$ cat config.mk
export PLATFORM = sky130hd
export DESIGN_NAME = uart_tx_ctrl_flat
export DESIGN_NICKNAME = d
export VERILOG_FILES = /design/src/rtl/uart_pkg.sv /design/src/rtl/uart_tx_ctrl_if.sv /design/src/rtl/uart_tx_ctrl_baud_tick.sv /design/src/rtl/uart_tx_ctrl.sv /design/src/flat_wrapper.sv
export SDC_FILE = /design/constraint.sdc
export NUM_CORES = 1
export LEC_CHECK = 0
export CORE_ASPECT_RATIO = 0.8
export CORE_MARGIN = 2
export CORE_UTILIZATION = 49
export CTS_CLUSTER_DIAMETER = 50
export DETAILED_ROUTE_END_ITERATION = 10
export HOLD_SLACK_MARGIN = 0.15
export PLACE_DENSITY = 0.79
export SLEW_MARGIN = 40
export SYNTH_ARGS = -nofsm -noshare
export SYNTH_HDL_FRONTEND = slang
export SYNTH_SLANG_ARGS = --single-unit
$ cat constraint.sdc
create_clock -name clk -period 2.5 [get_ports clk]
set_input_delay 0.75 -clock clk [delete_from_list [all_inputs] [get_ports clk]]
set_output_delay 0.75 -clock clk [all_outputs]
set_load 0.1 [all_outputs]
$ cat src/rtl/uart_pkg.sv
// Shared types and constants for the UART transmit controller.
// Optional feature macro: UART_TX_PARITY_EN adds an even-parity bit per frame.
package uart_pkg;

   typedef enum logic [2:0] {
      ST_IDLE   = 3'd0,
      ST_START  = 3'd1,
      ST_DATA   = 3'd2,
      ST_PARITY = 3'd3,
      ST_STOP   = 3'd4
   } uart_state_e;

   // 50 MHz / 434 is roughly 115200 baud
   localparam int DEF_CLK_DIV = 434;
   localparam int DEF_DATA_W  = 8;

`ifdef UART_TX_PARITY_EN
   localparam int PARITY_BITS = 1;
`else
   localparam int PARITY_BITS = 0;
`endif

   // Frame length in clock cycles: start + data + optional parity + stop
   localparam int DEF_FRAME_CYCLES = (DEF_DATA_W + 2 + PARITY_BITS) * DEF_CLK_DIV;

   function automatic int frame_cycles(input int clk_div, input int data_w);
      return (data_w + 2 + PARITY_BITS) * clk_div;
   endfunction

endpackage

$ cat src/rtl/uart_tx_ctrl_if.sv
// Byte handshake between a producer (master) and the UART transmitter (slave).
interface uart_tx_ctrl_if #(
   parameter int DATA_W = 8
);
   logic [DATA_W-1:0] tx_data;
   logic              tx_valid;
   logic              tx_ready;

   modport master (output tx_data, output tx_valid, input  tx_ready);
   modport slave  (input  tx_data, input  tx_valid, output tx_ready);
endinterface

$ cat src/rtl/uart_tx_ctrl_baud_tick.sv
// Bit-period counter: runs while enabled, pulses tick on its last count and
// wraps on the same edge; held at zero while disabled or cleared.
module baud_tick #(
   parameter int CLK_DIV = 434
) (
   input  logic clk,
   input  logic rst,
   input  logic en,
   input  logic clr,
   output logic tick
);

   localparam int CNT_W = (CLK_DIV > 1) ? $clog2(CLK_DIV) : 1;
   localparam logic [CNT_W-1:0] LAST_CNT = CNT_W'(CLK_DIV - 1);

   logic [CNT_W-1:0] cnt_q;
   logic [CNT_W-1:0] cnt_d;

   assign tick = en && (cnt_q == LAST_CNT);

   // Next count: clear/disable win, then wrap on tick, else increment
   always_comb begin
      cnt_d = cnt_q;
      if (clr || !en) begin
         cnt_d = '0;
      end else if (tick) begin
         cnt_d = '0;
      end else begin
         cnt_d = cnt_q + 1'b1;
      end
   end

   // Count register, cleared asynchronously by the active-low reset
   always_ff @(posedge clk or negedge rst) begin
      if (!rst) begin
         cnt_q <= '0;
      end else begin
         cnt_q <= cnt_d;
      end
   end

endmodule

$ cat src/rtl/uart_tx_ctrl.sv
// UART transmit controller: accepts a byte over valid/ready and sends one
// frame (start, data LSB first, optional parity, stop) on a registered tx pin.
// Optional feature macro: UART_TX_PARITY_EN inserts an even-parity bit.
module uart_tx_ctrl
   import uart_pkg::*;
#(
   parameter int CLK_DIV = DEF_CLK_DIV,
   parameter int DATA_W  = DEF_DATA_W
) (
   input  logic           clk,
   input  logic           rst,
   uart_tx_ctrl_if.slave  bus,
   output logic           tx,
   output logic           busy
);

   localparam int IDX_W = (DATA_W > 1) ? $clog2(DATA_W) : 1;
   localparam logic [IDX_W-1:0] LAST_IDX = IDX_W'(DATA_W - 1);

   uart_state_e       state_q, state_d;
   logic [DATA_W-1:0] shift_q, shift_d;
   logic [IDX_W-1:0]  idx_q,   idx_d;
   logic              tx_q,    tx_d;
`ifdef UART_TX_PARITY_EN
   logic              par_q,   par_d;
`endif

   logic tick;
   logic accept;

   // The divider only runs mid-frame and restarts from zero at every accept
   baud_tick #(
      .CLK_DIV (CLK_DIV)
   ) u_baud_tick (
      .clk  (clk),
      .rst  (rst),
      .en   (state_q != ST_IDLE),
      .clr  (accept),
      .tick (tick)
   );

   // Ready during the STOP tick lets the next frame start with no idle gap
   assign bus.tx_ready = (state_q == ST_IDLE) || ((state_q == ST_STOP) && tick);
   assign accept       = bus.tx_valid && bus.tx_ready;
   assign tx           = tx_q;
   assign busy         = (state_q != ST_IDLE);

   // Next state, shift register and registered line level for the next bit
   always_comb begin
      state_d = state_q;
      shift_d = shift_q;
      idx_d   = idx_q;
      tx_d    = tx_q;
`ifdef UART_TX_PARITY_EN
      par_d   = par_q;
`endif
      case (state_q)
         ST_IDLE: begin
            tx_d = 1'b1;
         end
         ST_START: begin
            if (tick) begin
               state_d = ST_DATA;
               idx_d   = '0;
               tx_d    = shift_q[0];
            end
         end
         ST_DATA: begin
            if (tick) begin
               if (idx_q == LAST_IDX) begin
`ifdef UART_TX_PARITY_EN
                  state_d = ST_PARITY;
                  tx_d    = par_q;
`else
                  state_d = ST_STOP;
                  tx_d    = 1'b1;
`endif
               end else begin
                  shift_d = shift_q >> 1;
                  idx_d   = idx_q + 1'b1;
                  tx_d    = shift_d[0];
               end
            end
         end
`ifdef UART_TX_PARITY_EN
         ST_PARITY: begin
            if (tick) begin
               state_d = ST_STOP;
               tx_d    = 1'b1;
            end
         end
`endif
         ST_STOP: begin
            if (tick) begin
               state_d = ST_IDLE;
               tx_d    = 1'b1;
            end
         end
         default: begin
            state_d = ST_IDLE;
            tx_d    = 1'b1;
         end
      endcase

      // Accept only happens in IDLE or on the STOP tick, so it overrides both
      if (accept) begin
         state_d = ST_START;
         shift_d = bus.tx_data;
         idx_d   = '0;
         tx_d    = 1'b0;
`ifdef UART_TX_PARITY_EN
         par_d   = ^bus.tx_data;
`endif
      end
   end

   // Frame state registers; reset forces the line idle high immediately
   always_ff @(posedge clk or negedge rst) begin
      if (!rst) begin
         state_q <= ST_IDLE;
         shift_q <= '0;
         idx_q   <= '0;
         tx_q    <= 1'b1;
`ifdef UART_TX_PARITY_EN
         par_q   <= 1'b0;
`endif
      end else begin
         state_q <= state_d;
         shift_q <= shift_d;
         idx_q   <= idx_d;
         tx_q    <= tx_d;
`ifdef UART_TX_PARITY_EN
         par_q   <= par_d;
`endif
      end
   end

endmodule

$ cat src/flat_wrapper.sv
// flat-port wrapper written by rule: the top's interface ports become plain ports
module uart_tx_ctrl_flat import uart_pkg::*;
#(
   parameter int CLK_DIV = DEF_CLK_DIV,
   parameter int DATA_W  = DEF_DATA_W
)
  (clk, rst, tx, busy, bus_tx_data, bus_tx_valid, bus_tx_ready);
  uart_tx_ctrl_if #(.DATA_W(DATA_W)) bus_i ();
  input  logic clk;
  input  logic rst;
  output logic tx;
  output logic busy;
  input wire logic [$bits(bus_i.tx_data)-1:0] bus_tx_data;
  input wire logic [$bits(bus_i.tx_valid)-1:0] bus_tx_valid;
  output wire logic [$bits(bus_i.tx_ready)-1:0] bus_tx_ready;
  assign bus_i.tx_data = bus_tx_data;
  assign bus_i.tx_valid = bus_tx_valid;
  assign bus_tx_ready = bus_i.tx_ready;
  uart_tx_ctrl #(.CLK_DIV(CLK_DIV), .DATA_W(DATA_W)) u_core (.clk(clk), .rst(rst), .bus(bus_i), .tx(tx), .busy(busy));
endmodule
# ---- Word level (Yosys, flattened, before mapping)
# Cells that the tools add are included.
# W data, S select, Z words.
dict set report totals {
  regBits 24
  in_bits 11
  output_inout_bits 3
}
dict set report classes {
  n_addsub 2
  mux 22
  n_reduce_logical 15
  eq_ne 12
}
# op count
set op_table {}
lappend op_table {{$mux W8} 4}
lappend op_table {{$mux W3} 8}
lappend op_table {{$mux W9} 2}
lappend op_table {{$ne A3 B2 Y1 const B} 4}
lappend op_table {{$pmux W3 S4} 1}
lappend op_table {{$add A9 B1 Y9 const B} 1}
lappend op_table {{$eq A9 B9 Y1 const B} 1}
lappend op_table {{$eq A3 B3 Y1 const B} 2}
lappend op_table {{$pmux W3 S2} 1}
lappend op_table {{$reduce_and A3 Y1} 2}
lappend op_table {{$reduce_bool A3 Y1} 2}
lappend op_table {{$mux W1} 5}
lappend op_table {{$reduce_and A5 Y1} 1}
lappend op_table {{$ne A2 B2 Y1 const B} 2}
lappend op_table {{$reduce_and A4 Y1} 1}
lappend op_table {{$reduce_bool A2 Y1} 2}
lappend op_table {{$add A3 B1 Y3 const B} 1}
lappend op_table {{$eq A3 B1 Y1 const B} 1}
lappend op_table {{$eq A3 B2 Y1 const B} 1}
lappend op_table {{$logic_and A1 B1 Y1} 3}
lappend op_table {{$logic_not A3 Y1} 1}
lappend op_table {{$ne A3 B3 Y1 const B} 1}
lappend op_table {{$pmux W1 S3} 1}
lappend op_table {{$logic_or A1 B1 Y1} 2}
lappend op_table {{$logic_not A1 Y1} 1}

# ---- Longest topological paths before layout
# Gate-level depths: netlist of the first run.
dict set report depth {
  depth_word 7
  mapped_depth 7
  ltp_nobuf 6
}

# ---- Modules after synthesis
# From an unflattened synthesis of the first run, not the netlist that was laid out.
dict set report hier_totals {
  cells_unflattened 124
  hier_area_um2 1412.6
}
# mod area_per_inst_um2 cells_per_inst n_inst
set modules_own_cells {}
lappend modules_own_cells {uart_tx_ctrl 919.6 75 1}
lappend modules_own_cells {baud_tick 493.0 49 1}

# ---- Worst setup path after synthesis of the first run
# OpenSTA, ideal clock, no wires.
dict set report synth_path {
  path_kind {flip-flop to output port}
  from {reg u_core.u_baud_tick.cnt_q[2]}
  to {out bus_tx_ready}
  stages_incl_launch_ff 4
  path_slack_ns -0.292
  arrival_ns 2.042
  t_required_ns 1.750
  path_buffers 0
  cell_sequence {dfrtp_1 > or4b_4 > o21ai_2 > and3_1}
}
dict set report synth_via {
  elab_chain_cells 4
}
# element line
set synth_rtl {}
lappend synth_rtl {{start, declared} uart_tx_ctrl_baud_tick.sv:16} ;# logic [CNT_W-1:0] cnt_q;
lappend synth_rtl {{start signal, assigned} uart_tx_ctrl_baud_tick.sv:38} ;# cnt_q <= cnt_d;
lappend synth_rtl {{$eq A9 B9 Y1} uart_tx_ctrl_baud_tick.sv:19} ;# assign tick = en && (cnt_q == LAST_CNT);
lappend synth_rtl {{$logic_and A1 B1 Y1} uart_tx_ctrl_baud_tick.sv:19}
lappend synth_rtl {{$logic_and A1 B1 Y1} uart_tx_ctrl.sv:43} ;# assign bus.tx_ready = (state_q == ST_IDLE) || ((state_q == ST_STOP) && tick);
lappend synth_rtl {{$logic_or A1 B1 Y1} uart_tx_ctrl.sv:43}
lappend synth_rtl {{end, declared} flat_wrapper.sv:15} ;# output wire logic [$bits(bus_i.tx_ready)-1:0] bus_tx_ready;
# No other way between the ends.

# ---- Worst setup path in the final report of the first run
dict set report layout_path {
  from {reg u_core.u_baud_tick.cnt_q[3]}
  to {out bus_tx_ready}
}
# Same word-level chain as after synthesis.

==> results of run 1 <==
## registers in the layout, summed over array words and instances (netlist names)
register and flops:
u_core.u_baud_tick.cnt_q 9, u_core.shift_q 8, u_core.idx_q 3, u_core.state_q 3, u_core.tx 1
## power breakdown
group / switching (W) / internal, W / total (W) / leakage [nW]
logic: 0.00000872 / 0.0000146 / 0.0000233 / 0.393
clock network: 0.000121 / 0.000162 / 0.000283 / 0.0279
registers: 0 / 0.000388 / 0.000388 / 0.307
total: 0.000130 / 0.000565 / 0.000695 / 0.728
## area by class of cell
type / instances / area, sq um / area share, %
Tap cell: 36 / 45.0 / 2.90
Clock buffer: 3 / 22.5 / 1.45
Inverter: 4 / 15.0 / 0.965
Sequential cell: 24 / 602 / 38.7
Multi-Input combinational cell: 79 / 622 / 40.0
Clock inverter: 1 / 30.0 / 1.93
Timing Repair Buffer: 22 / 219 / 14.1
## what timing repair did
item,4_1_cts,5_1_grt
pin swaps,4,0
endpoints found under the setup margin,1,5
setup buffers,3,2
gates resized for setup,0,1
gates cloned,0,0
## logic make-up after synthesis
logic type	share of synthesized area, %
multiplexers	13.4
AO/OA/AOI/OAI	9.23
XOR/XNOR	4.86
buffers and inverters	3.37
flip-flops	47.7
AND/OR/NAND/NOR	17.5
adder cells (fa/ha/maj)	3.97
## worst max-delay path by stage
stage                                           start  depth (start not counted)           endpoint
after floorplan           u_core.u_baud_tick.cnt_q[2]                          3       bus_tx_ready
after global placement                u_core.idx_q[0]                          7  u_core.shift_q[4]
after detailed placement              u_core.idx_q[0]                          7  u_core.shift_q[6]
after CTS                 u_core.u_baud_tick.cnt_q[3]                          4       bus_tx_ready
after global routing      u_core.u_baud_tick.cnt_q[3]                          4       bus_tx_ready
final                     u_core.u_baud_tick.cnt_q[3]                          4       bus_tx_ready
## per-stage QoR
stage	power, W	hold WS, ns	TNS (ns)	std cells
after floorplan	0.000396	0.453	0	112
after global placement	0.000419	0.469	0	160
after detailed placement	0.000420	0.483	0	160
after CTS	0.000702	0.501	-0.0715	167
after global routing	0.000723	0.525	-0.129	169
final	0.000695	0.497	-0.0633	169
## per-layer routing
metal,vias to the layer above,GRT usage (%)
met5,-,0
met4,0,4.35
met3,2,3.98
met2,22,28.1
met1,426,22.1
li1,444,-
## worst reg2reg max path: cells and delay by family (launching register included)
kind / cells / cell delay (ns)
mux: 2 / 0.62
fa+ha+maj: 2 / 0.42
simple gates: 2 / 0.67
buf+inv: 1 / 0.19
flops: 1 / 0.41
## layout by cell type (no fill, tap or decap), types with 3 or more instances in the layout
cell type         n
inv_1             4
nand3_1           6
xor2_1            4
mux2_2            7
xnor2_1           3
ha_1              4
nor2_1            9
clkdlybuf4s50_1  10
dfrtp_1          23
clkbuf_4          3
mux2_1            8
a21oi_1           3
buf_4             9
nand2_1           4
==> flow_metrics.env, run 1 <==
export IMPL_cp_end_kind="primary output"
export IMPL_nFillCells=205
export IMPL_fmax_mhz=390
export IMPL_syn_area_per_cell_sq_um=11.3
export IMPL_yosysTopAreaCell="dfrtp_1"
export IMPL_design_area_sq_um=1560
export IMPL_worst_path_max_delay_cell="or4b_4"
export IMPL_rsz0062_at_grt="yes"
export IMPL_die_x_um=60.7
export IMPL_cts_tree="yes"
export IMPL_postPlaceCellArea_sq_um=1460
export IMPL_irDropWorstVdd_mv=0.225
export IMPL_synth_most_common_cell="dfrtp_1"
export IMPL_final_layout_size_suffix_gt1_share_pct=23.3
export IMPL_yosysWarnings=0
export IMPL_min_delay_path_depth=1
export IMPL_cts_root_buf="clkbuf_4"
export IMPL_ys_seq_area_share_pct=47.7
export IMPL_vias=894
export IMPL_skew_ns=0.0104
export IMPL_synth_top_area_share_pct=45.6
export IMPL_status="finished with violations"
export IMPL_gp_congestion=0.748
export IMPL_drc_errors=0
export IMPL_wirelength_um=2250
export IMPL_cp_num_buf_inv=1
export IMPL_violations="setup timing"
export IMPL_synth_async_reset_ratio_pct=100
export IMPL_cp_data_required_time_ns=1.75
export IMPL_antenna_found_initial=0
export IMPL_grt_overflow=0
export IMPL_arrival_ns=1.81
export IMPL_period_minus_slack_ns=2.56
export IMPL_drv_cap=0
export IMPL_ys_seq_elements=24
export IMPL_track_usage_pct=17.0
export IMPL_layout_nets=149
export IMPL_maxSlewViolCount=0
export IMPL_postRouteAntennaNets=0
export IMPL_ctsHoldBuffers=0
export IMPL_ios=14
export IMPL_clk_latency_ns=0.32
export IMPL_dr_wl_met3_um=85
export IMPL_pre_cts_ws_ns=0.0757
export IMPL_rows=16
export IMPL_holdPathEnd="u_core.u_baud_tick.cnt_q[0]"
export IMPL_worst_slew_pin_slew_ns=0.412
export IMPL_start_util_pct=51.6
export IMPL_diodes=0
export IMPL_dieArea_sq_um=3000
export IMPL_postLayoutCoreUtil_pct=63.7
export IMPL_port_buffers=13
export IMPL_cts_max_level=1
export IMPL_syn_cell_area_sq_um=1260
export IMPL_setup_slack_ns=-0.0633
export IMPL_grt_pass1_wl_um=3840
export IMPL_die_y_um=49.4
export IMPL_slew_headroom_pct=71.8
export IMPL_cts_num_sinks=24
export IMPL_grt_max_degree=25
export IMPL_ys_top_cells_by_count="dfrtp_1 (23), nor2_1 (9), mux2_1 (8), mux2_2 (7), nand3_1 (6)"
export IMPL_vias_per_cell=5.29
export IMPL_dp_hpwl_um=1570
export IMPL_dr_wl_met2_um=1130
export IMPL_slowest_delay_ns=0.55
export IMPL_hold_path_class="flip-flop to flip-flop"
export IMPL_fp_coreArea_sq_um=2440
export IMPL_critPathTopFamily="simple AND/OR/NAND/NOR gates"
export IMPL_reg2reg_from="u_core.idx_q[0]"
export IMPL_clock_path_buffers=2
export IMPL_route_detailed_wl_per_inst_um=13.3
export IMPL_setup_worst_path_class="flip-flop to primary output"
export IMPL_clk_pin_slew_ns=0.13
export IMPL_yosysUniqueCellTypes=39
export IMPL_path_max_fanout=2
export IMPL_synth_net_count=127
export IMPL_m1WireLength_um=1020
export IMPL_crit_path_cell_trace="or4b_4 -> o21ai_2 -> and3_4 -> buf_12"
export IMPL_timing_rr_end="u_core.shift_q[3]"
export IMPL_r2r_setup_slack_ns=0.08
export IMPL_grt_pass1_vias=907
export IMPL_r2r_cells=7
export IMPL_ys_flop_type="dfrtp_1"
export IMPL_finalHoldViolations=0
export IMPL_post_route_period_util_pct=103
export IMPL_worstSetupStartpointType="flip-flop"
export IMPL_synth_edff_count=0
export IMPL_post_synth_inst_count=112
export IMPL_hp_start="u_core.u_baud_tick.cnt_q[0]"
export IMPL_power_density_nw_per_um2=447
export IMPL_synth_area_leaders="dfrtp_1 (46%), mux2_1 (7.1%), mux2_2 (6.3%), ha_1 (4.0%), xor2_1 (2.8%)"
export IMPL_initialDrtViolationCount=34
export IMPL_top_layer="met4"
export IMPL_synthToLayoutAreaGrowth_pct=23.3
export IMPL_p_leak_nw=0.728
export IMPL_setup_viol=1
export IMPL_cts_buffers=3
export IMPL_dr_pass1_iters=4
Power figures use the tool's default switching activity.
==> run 2: changes to the inputs <==
--- a/config.mk
+++ b/config.mk
@@ -7,11 +7,11 @@
 export LEC_CHECK = 0
 export CORE_ASPECT_RATIO = 0.8
 export CORE_MARGIN = 2
-export CORE_UTILIZATION = 49
+export CORE_UTILIZATION = 45
 export CTS_CLUSTER_DIAMETER = 50
 export DETAILED_ROUTE_END_ITERATION = 10
 export HOLD_SLACK_MARGIN = 0.15
-export PLACE_DENSITY = 0.79
+export PLACE_DENSITY = 0.74
 export SLEW_MARGIN = 40
 export SYNTH_ARGS = -nofsm -noshare
 export SYNTH_HDL_FRONTEND = slang
==> flow_metrics.env, run 2 (synthesis gave the netlist of run 1 again) <==
export IMPL_port_buffers=13
export IMPL_vias_per_cell=5.33
export IMPL_clk_pin_slew_ns=0.12
export IMPL_dp_hpwl_um=1640
export IMPL_clock_path_buffers=2
export IMPL_dieArea_sq_um=3240
export IMPL_reg2reg_from="u_core.idx_q[0]"
export IMPL_m1WireLength_um=1120
export IMPL_start_util_pct=46.3
export IMPL_vias=932
export IMPL_cp_data_required_time_ns=1.75
export IMPL_fin_cells=175
export IMPL_cts_max_level=1
export IMPL_holdWs_ns=0.511
export IMPL_r2r_setup_slack_ns=0.13
export IMPL_irDropWorstVdd_mv=0.310
export IMPL_cp_end_kind="primary output"
export IMPL_final_cell_mix="dfrtp_1 (23), buf_4 (13), clkdlybuf4s50_1 (10)"
export IMPL_cts_num_sinks=24
export IMPL_grt_pass1_vias=894
export IMPL_gp_congestion=0.862
export IMPL_dr_wl_met3_um=129
export IMPL_worst_path_max_delay_cell="or4b_4"
export IMPL_critPathTopFamily="simple AND/OR/NAND/NOR gates"
export IMPL_largest_register_ffs=9
export IMPL_hp_start="u_core.u_baud_tick.cnt_q[0]"
export IMPL_p_leak_nw=0.741
export IMPL_wirelength_um=2500
export IMPL_crit_path_cell_trace="or4b_4 -> o21ai_4 -> and3_4 -> buf_12"
export IMPL_diodes=0
export IMPL_grt_overflow=0
export IMPL_totalNegativeSetupSlack_ns=-0.0600
export IMPL_initialDrtViolationCount=44
export IMPL_fmax_mhz=391
export IMPL_status="finished with violations"
export IMPL_layout_commonest_cell="dfrtp_1"
export IMPL_synthToLayoutAreaGrowth_pct=25.2
export IMPL_arrival_ns=1.81
export IMPL_path_max_fanout=2
export IMPL_rows=17
export IMPL_grt_max_degree=16
export IMPL_min_delay_path_depth=1
export IMPL_power_density_nw_per_um2=393
export IMPL_cp_depth=4
export IMPL_track_usage_pct=16.5
export IMPL_dr_wl_met2_um=1210
export IMPL_rsz0062_at_grt="yes"
export IMPL_layout_nets=153
export IMPL_setup_slack_ns=-0.0600
export IMPL_timing_rr_end="u_core.shift_q[5]"
export IMPL_hold_path_class="flip-flop to flip-flop"
export IMPL_postRouteAntennaNets=0
export IMPL_finalHoldViolations=0
export IMPL_post_route_period_util_pct=102
export IMPL_period_minus_slack_ns=2.56
export IMPL_route_detailed_wl_per_inst_um=14.3
export IMPL_dr_pass1_iters=4
export IMPL_cts_root_buf="clkbuf_4"
export IMPL_cp_num_buf_inv=1
export IMPL_r2r_cells=7
export IMPL_drv_cap=0
export IMPL_maxSlewViolCount=0
export IMPL_top_regs="u_core.u_baud_tick.cnt_q x9, u_core.shift_q x8"
export IMPL_holdPathEnd="u_core.u_baud_tick.cnt_q[0]"
export IMPL_slowest_delay_ns=0.57
export IMPL_setup_viol=1
export IMPL_worst_slew_pin_slew_ns=0.481
export IMPL_top_layer="met4"
export IMPL_clk_latency_ns=0.33
export IMPL_cts_tree="yes"
export IMPL_cts_buffers=3
export IMPL_fp_coreArea_sq_um=2720
export IMPL_violations="setup timing"
export IMPL_setup_worst_path_class="flip-flop to primary output"
export IMPL_die_x_um=63.2
export IMPL_ios=14
export IMPL_drc_errors=0
export IMPL_regMostFlops="u_core.u_baud_tick.cnt_q"
export IMPL_grt_pass1_wl_um=4000
export IMPL_final_layout_size_suffix_gt1_share_pct=25.5
export IMPL_die_y_um=51.4
export IMPL_worstSetupStartpointType="flip-flop"
export IMPL_antenna_found_initial=0
export IMPL_skew_ns=0.0114
export IMPL_placed_cells=162
export IMPL_slew_headroom_pct=67.1
==> run 2: cell count changes in the layout (fill, tap and decap cells not counted) <==
cell	change
buf_4	+4
clkbuf_8	+1
o21ai_4	+1
o21ai_2	-1
bufinv_16	-1
==> run 2: layer usage <==
layer | up-vias | global-route usage [%]
li1 | 452 | -
met4 | 0 | 8.70
met5 | - | 0
met3 | 5 | 5.73
met1 | 453 | 19.4
met2 | 22 | 27.1
==> run 2: power by group <==
| part | internal (W) | total (W) | leakage (nW) | switching, W |
|---|---|---|---|---|
| combinational | 0.0000146 | 0.0000237 | 0.414 | 0.00000913 |
| sequential | 0.000388 | 0.000388 | 0.307 | 0 |
| clock | 0.0000892 | 0.000208 | 0.0210 | 0.000119 |
| total | 0.000492 | 0.000620 | 0.741 | 0.000128 |
==> run 2: repair_timing <==
action | in CTS | in global routing
pin swaps | 3 | 2
hold endpoints to repair | 0 | 0
gates resized for setup | 0 | 2
setup buffers | 6 | 3
hold buffers | 0 | 0
endpoints found under the setup margin | 1 | 6
==> run 2: worst max-delay path by stage <==
stage | startpoint | to
finish | u_core.u_baud_tick.cnt_q[2] | bus_tx_ready
global route | u_core.u_baud_tick.cnt_q[6] | bus_tx_ready
CTS | u_core.u_baud_tick.cnt_q[3] | bus_tx_ready
detailed placement | u_core.idx_q[0] | u_core.shift_q[5]
global placement | u_core.idx_q[0] | u_core.shift_q[3]
floorplan | u_core.u_baud_tick.cnt_q[2] | bus_tx_ready
==> run 2: final cells by class <==
type / count / area (sq um)
Fill cell: 254 / 1140
Multi-Input combinational cell: 79 / 629
Timing Repair Buffer: 26 / 249
Tap cell: 38 / 47.5
Sequential cell: 24 / 602
Inverter: 4 / 15.0
Clock buffer: 4 / 36.3
==> run 2: through the flow <==
| stage | area [sq um] | power [W] | setup slack [ns] | utilization, % |
|---|---|---|---|---|
| floorplan | 1270 | 0.000396 | 0.112 | - |
| global placement | 1460 | 0.000420 | 0.153 | 53.8 |
| detailed placement | 1460 | 0.000420 | 0.0883 | 53.8 |
| CTS | 1550 | 0.000628 | -0.0677 | 56.8 |
| global route | 1580 | 0.000643 | -0.140 | 58.0 |
| finish | 1580 | 0.000620 | -0.0600 | 58.0 |
